File: src/rtl/debounce_pkg.sv
// Shared types for the push-button debouncer: FSM state encoding and counter sizing helper.
package debounce_pkg;

    typedef enum logic [1:0] {
        IDLE_LO = 2'd0,
        WAIT_HI = 2'd1,
        IDLE_HI = 2'd2,
        WAIT_LO = 2'd3
    } state_t;

    // Bits needed to hold values 0..value-1; never returns less than 1.
    function automatic int unsigned clog2(input int unsigned value);
        int unsigned w;
        w = 0;
        for (int unsigned i = 0; i < 32; i++) begin
            if ((64'd1 << i) < 64'(value)) begin
                w = i + 1;
            end
        end
        return (w == 0) ? 1 : w;
    endfunction

endpackage

File: src/rtl/sync2.sv
// Two-flop synchroniser bringing an asynchronous level into clock domain c.
module sync2 (
    input  logic c,
    input  logic reset,
    input  logic d,
    output logic q
);

    logic sync1;

    always_ff @(posedge c) begin
        if (reset) begin
            sync1 <= 1'b0;
            q     <= 1'b0;
        end else begin
            sync1 <= d;
            q     <= sync1;
        end
    end

endmodule

File: src/rtl/button_debouncer.sv
// Push-button debouncer: synchroniser, stability-count FSM, registered level/press/busy.
// Define BUTTON_DEBOUNCER_RELEASE_EN to add the release pulse port, named `released`
// because `release` is a reserved word.
module button_debouncer
    import debounce_pkg::*;
#(
    parameter int unsigned STABLE_CYCLES = 4
) (
    input  logic c,
    input  logic reset,
    input  logic btn_raw,
    output logic level,
    output logic press,
    output logic busy
`ifdef BUTTON_DEBOUNCER_RELEASE_EN
    ,
    output logic released
`endif
);

    localparam int unsigned CNT_W = clog2(STABLE_CYCLES + 1);
    localparam logic [CNT_W-1:0] CNT_MAX = CNT_W'(STABLE_CYCLES);
    localparam logic [CNT_W-1:0] CNT_ONE = CNT_W'(1);

    state_t           state;
    state_t           state_nxt;
    logic [CNT_W-1:0] cnt;
    logic [CNT_W-1:0] cnt_nxt;
    logic             level_nxt;
    logic             press_nxt;
    logic             busy_nxt;
    logic             sync2_q;
`ifdef BUTTON_DEBOUNCER_RELEASE_EN
    logic             released_nxt;
`endif

    sync2 u_sync (
        .c     (c),
        .reset (reset),
        .d     (btn_raw),
        .q     (sync2_q)
    );

    // State register
    always_ff @(posedge c) begin
        if (reset) begin
            state <= IDLE_LO;
        end else begin
            state <= state_nxt;
        end
    end

    // Next-state logic: any disagreeing sample in a WAIT state falls back to IDLE
    always_comb begin
        state_nxt = state;
        case (state)
            IDLE_LO: if (sync2_q) state_nxt = WAIT_HI;
            WAIT_HI: begin
                if (!sync2_q) begin
                    state_nxt = IDLE_LO;
                end else if (cnt == CNT_MAX) begin
                    state_nxt = IDLE_HI;
                end
            end
            IDLE_HI: if (!sync2_q) state_nxt = WAIT_LO;
            WAIT_LO: begin
                if (sync2_q) begin
                    state_nxt = IDLE_HI;
                end else if (cnt == CNT_MAX) begin
                    state_nxt = IDLE_LO;
                end
            end
            default: state_nxt = IDLE_LO;
        endcase
    end

    // Output and counter next values; the counter is cleared on acceptance so it never wraps
    always_comb begin
        cnt_nxt      = cnt;
        level_nxt    = level;
        press_nxt    = 1'b0;
`ifdef BUTTON_DEBOUNCER_RELEASE_EN
        released_nxt = 1'b0;
`endif
        case (state)
            IDLE_LO: if (sync2_q) cnt_nxt = CNT_ONE;
            WAIT_HI: begin
                if (!sync2_q) begin
                    cnt_nxt = '0;
                end else if (cnt == CNT_MAX) begin
                    cnt_nxt   = '0;
                    level_nxt = 1'b1;
                    press_nxt = 1'b1;
                end else begin
                    cnt_nxt = cnt + CNT_ONE;
                end
            end
            IDLE_HI: if (!sync2_q) cnt_nxt = CNT_ONE;
            WAIT_LO: begin
                if (sync2_q) begin
                    cnt_nxt = '0;
                end else if (cnt == CNT_MAX) begin
                    cnt_nxt      = '0;
                    level_nxt    = 1'b0;
`ifdef BUTTON_DEBOUNCER_RELEASE_EN
                    released_nxt = 1'b1;
`endif
                end else begin
                    cnt_nxt = cnt + CNT_ONE;
                end
            end
            default: cnt_nxt = '0;
        endcase
        busy_nxt = (state_nxt == WAIT_HI) || (state_nxt == WAIT_LO);
    end

    // Registered outputs and stability counter
    always_ff @(posedge c) begin
        if (reset) begin
            cnt      <= '0;
            level    <= 1'b0;
            press    <= 1'b0;
            busy     <= 1'b0;
`ifdef BUTTON_DEBOUNCER_RELEASE_EN
            released <= 1'b0;
`endif
        end else begin
            cnt      <= cnt_nxt;
            level    <= level_nxt;
            press    <= press_nxt;
            busy     <= busy_nxt;
`ifdef BUTTON_DEBOUNCER_RELEASE_EN
            released <= released_nxt;
`endif
        end
    end

endmodule

File: config.mk
export PLATFORM = sky130hd
export DESIGN_NAME = button_debouncer
export DESIGN_NICKNAME = d
export VERILOG_FILES = /design/src/rtl/debounce_pkg.sv /design/src/rtl/sync2.sv /design/src/rtl/button_debouncer.sv
export SDC_FILE = /design/constraint.sdc
export NUM_CORES = 1
export LEC_CHECK = 0
export CAP_MARGIN = 0
export CORE_MARGIN = 10
export CORE_UTILIZATION = 25
export CTS_BUF_LIST = sky130_fd_sc_hd__clkbuf_8 sky130_fd_sc_hd__clkbuf_16
export CTS_CLUSTER_SIZE = 24
export DETAILED_ROUTE_END_ITERATION = 8
export GPL_TIMING_DRIVEN = 1
export PLACE_DENSITY = 0.48
export SYNTH_ARGS = -nofsm -noshare
export SYNTH_HDL_FRONTEND = slang
export SYNTH_HIERARCHICAL = 1
export SYNTH_SLANG_ARGS = --single-unit
File: constraint.sdc
create_clock -name c -period 2.27 [get_ports c]
set_input_delay 0.454 -clock c [delete_from_list [all_inputs] [get_ports c]]
set_output_delay 0.454 -clock c [all_outputs]
set_load 0.05 [all_outputs]
==> results.py <==
metrics = {
    "die": {
        "die_h_um": 58.6,
        "die_area_mm2": 0.00344,
        "row_count": 13,
        "core_area_mm2": 0.00135,
        "io_pins": 6,
        "fp.dieW_um": 58.6,
        "start_util": 0.276,
    },
    "finish": {
        "drive_gt1_frac": 0.125,
        "final_cell_count_no_fill": 63,
        "area_delta_synth_final_pct": 30.5,
        "antenna_cells": 0,
        "final_nets": 54,
    },
    "logic_synthesis": {
        "synth.cell_area_um2": 373,
        "synthTopCellsByArea": "dfxtp_1 (48%), ha_1 (6.7%), nand3_1 (5.4%), xor2_2 (4.4%), a21oi_1 (4.0%)",
        "seq_area_frac_synth": 0.483,
        "synth-seq-cells": 9,
        "synthCells": 39,
        "ys_warn_count": 6,
        "yosys.area.top_type": "dfxtp_1",
        "synth_cell_type_count": 19,
        "yosysTopAreaCellShare": 0.483,
        "avgSynthCellArea_um2": 9.56,
        "synth_nets": 44,
    },
    "sta": {
        "slew_viol_final": 0,
        "slew_headroom": 0.660,
        "setup_tns_ns": 0,
        "fmax_mhz": 504,
        "finalHoldViolCount": 0,
        "rsz0062_at_grt": "no",
        "finalCriticalPeriod_ns": 1.99,
        "clock_skew_ns": 0.00379,
        "worstMarginPinSlew_ns": 0.509,
        "setup_viol": 0,
        "post-route-period-util": 0.875,
    },
    "placement": {
        "dp_hpwl_um": 556,
        "port_buffers": 5,
        "dp.cells": 59,
        "gp_congestion": 0.691,
    },
    "critical_path": {
        "start_kind": "register",
        "cpPeakStageDelay_ns": 0.86,
        "crit_slowest_cell": "clkdlybuf4s50_1",
        "worst_setup_path_end_kind": "output port",
        "worstPathCellList": "clkdlybuf4s50_1",
        "cp_data_required_time_ns": 1.82,
        "crit_family": "buffers and inverters",
        "worstPathArrival_ns": 1.53,
        "critPathMaxFanout": 8,
        "crit_buf_inv": 1,
        "crit_type": "reg2out",
    },
    "clocking": {
        "clock_sinks": 9,
        "root_buffer": "clkbuf_8",
        "cts_made_buffers": 3,
        "clock_latency_ns": 0.23,
        "cts_tree": "yes",
        "ctsResizeCount": 0,
        "cts_hold_buffers": 0,
        "cts_buffer_depth": 2,
        "path_clk_slew_ns": 0.04,
        "cts_setup_buffers": 0,
        "cts_max_level": 1,
    },
    "grt": {
        "grt_pass1_vias": 274,
        "antenna_found_initial": 0,
        "grt_overflow": 0,
        "track_usage": 0.0461,
        "grt_pass1_wl_um": 1210,
        "grt_max_degree": 10,
    },
    "power_and_ir_drop": {
        "peakVddDrop_v": 0.000357,
        "finalPower_w": 0.000386,
        "powerDensity_mw_per_mm2": 794,
        "p_leak_nw": 0.179,
    },
    "route": {
        "routedWlPerCell_um": 11.2,
        "routed_via_density": 5.17,
        "num_vias": 326,
        "drt.antenna.violating_nets": 0,
        "drt_wl_total_um": 706,
        "drc_errors": 0,
        "dr.pass1.iters": 4,
        "drtIter0Drc": 6,
    },
    "run_status": {
        "status": "finished, final reports clean",
    },
    "job": {
        "cap_viol_max_count": 0,
    },
    "worst_hold_path": {
        "hp-class": "reg2reg",
    },
}
## registers in the layout, indices dropped and copies added, names as in the netlist
| signal | count |
|---|---|
| cnt | 3 |
| level | 1 |
| press | 1 |
| state | 2 |
| u_sync/q | 1 |
| u_sync/sync1 | 1 |
## power by group
group | switching (W) | internal (W) | total (W)
registers | 0.00000602 | 0.000165 | 0.000171
clock network | 0.0000579 | 0.000117 | 0.000175
logic | 0.0000239 | 0.0000160 | 0.0000399
## cells in the final DEF (no fill, tap or decap), types with 2 or more instances in the layout
| master | instances |
|---|---|
| nand3_1 | 4 |
| ha_1 | 2 |
| nand2_1 | 2 |
| clkdlybuf4s50_1 | 5 |
| dfxtp_1 | 9 |
| nor2_1 | 3 |
| nor2b_1 | 2 |
| inv_1 | 4 |
| a21oi_1 | 3 |
| clkbuf_8 | 3 |
## cell usage after synthesis
master     instances
nand4b_1           1
nor2_1             3
nand4_1            1
dfxtp_1            9
nand3_1            4
ha_1               2
xor2_2             1
a2111oi_2          1
nor2b_1            2
o22ai_1            1
or2_2              1
inv_1              3
nand2_1            2
a31oi_1            1
a21oi_1            3
xnor2_1            1
o21ai_0            1
nor3_1             1
and3_1             1
## stage by stage
step | hold slack [ns] | util | area [µm²] | worst slack [ns]
detailed placement | 0.432 | 0.327 | 442 | 0.511
finish | 0.439 | 0.361 | 487 | 0.285
CTS | 0.442 | 0.361 | 487 | 0.274
global route | 0.462 | 0.361 | 487 | 0.240
global placement | 0.423 | 0.327 | 442 | 0.545
floorplan | 0.414 | - | 373 | 0.959
## routing by layer
layer  routed length, µm  global-route usage
met5                   0                   0
met4                   0              0.0197
met3                  66              0.0386
met2                 373              0.0744
met1                 266              0.0410
## area by class of cell
cell class                 instances  area [µm²]
fill                             141         863
inverter                           3        11.3
timing repair buffer               5        50.0
clock buffer                       3        41.3
sequential                         9         180
multi-input combinational         27         181
clock inverter                     1        3.75
tap                               15        18.8
## kinds of logic after synthesis
logic type | share of synthesized area
and+or+nand+nor | 0.225
xor gates and xnor gates | 0.0671
adders and majority gates | 0.0671
DFF | 0.483
buffers and inverters | 0.0302
AOI/OAI and AO/OA | 0.128
## path summary, 6_finish.rpt
path,cells past startpoint,slack (ns),startpoint,endpoint
hold reg to reg,1,0.44,u_sync/sync1,u_sync/q
hold / removal,1,0.44,u_sync/sync1,u_sync/q
setup / recovery,1,0.28,state[0],busy
setup reg to reg,4,0.97,cnt[0],cnt[0]
Power figures use the tool's default switching activity.
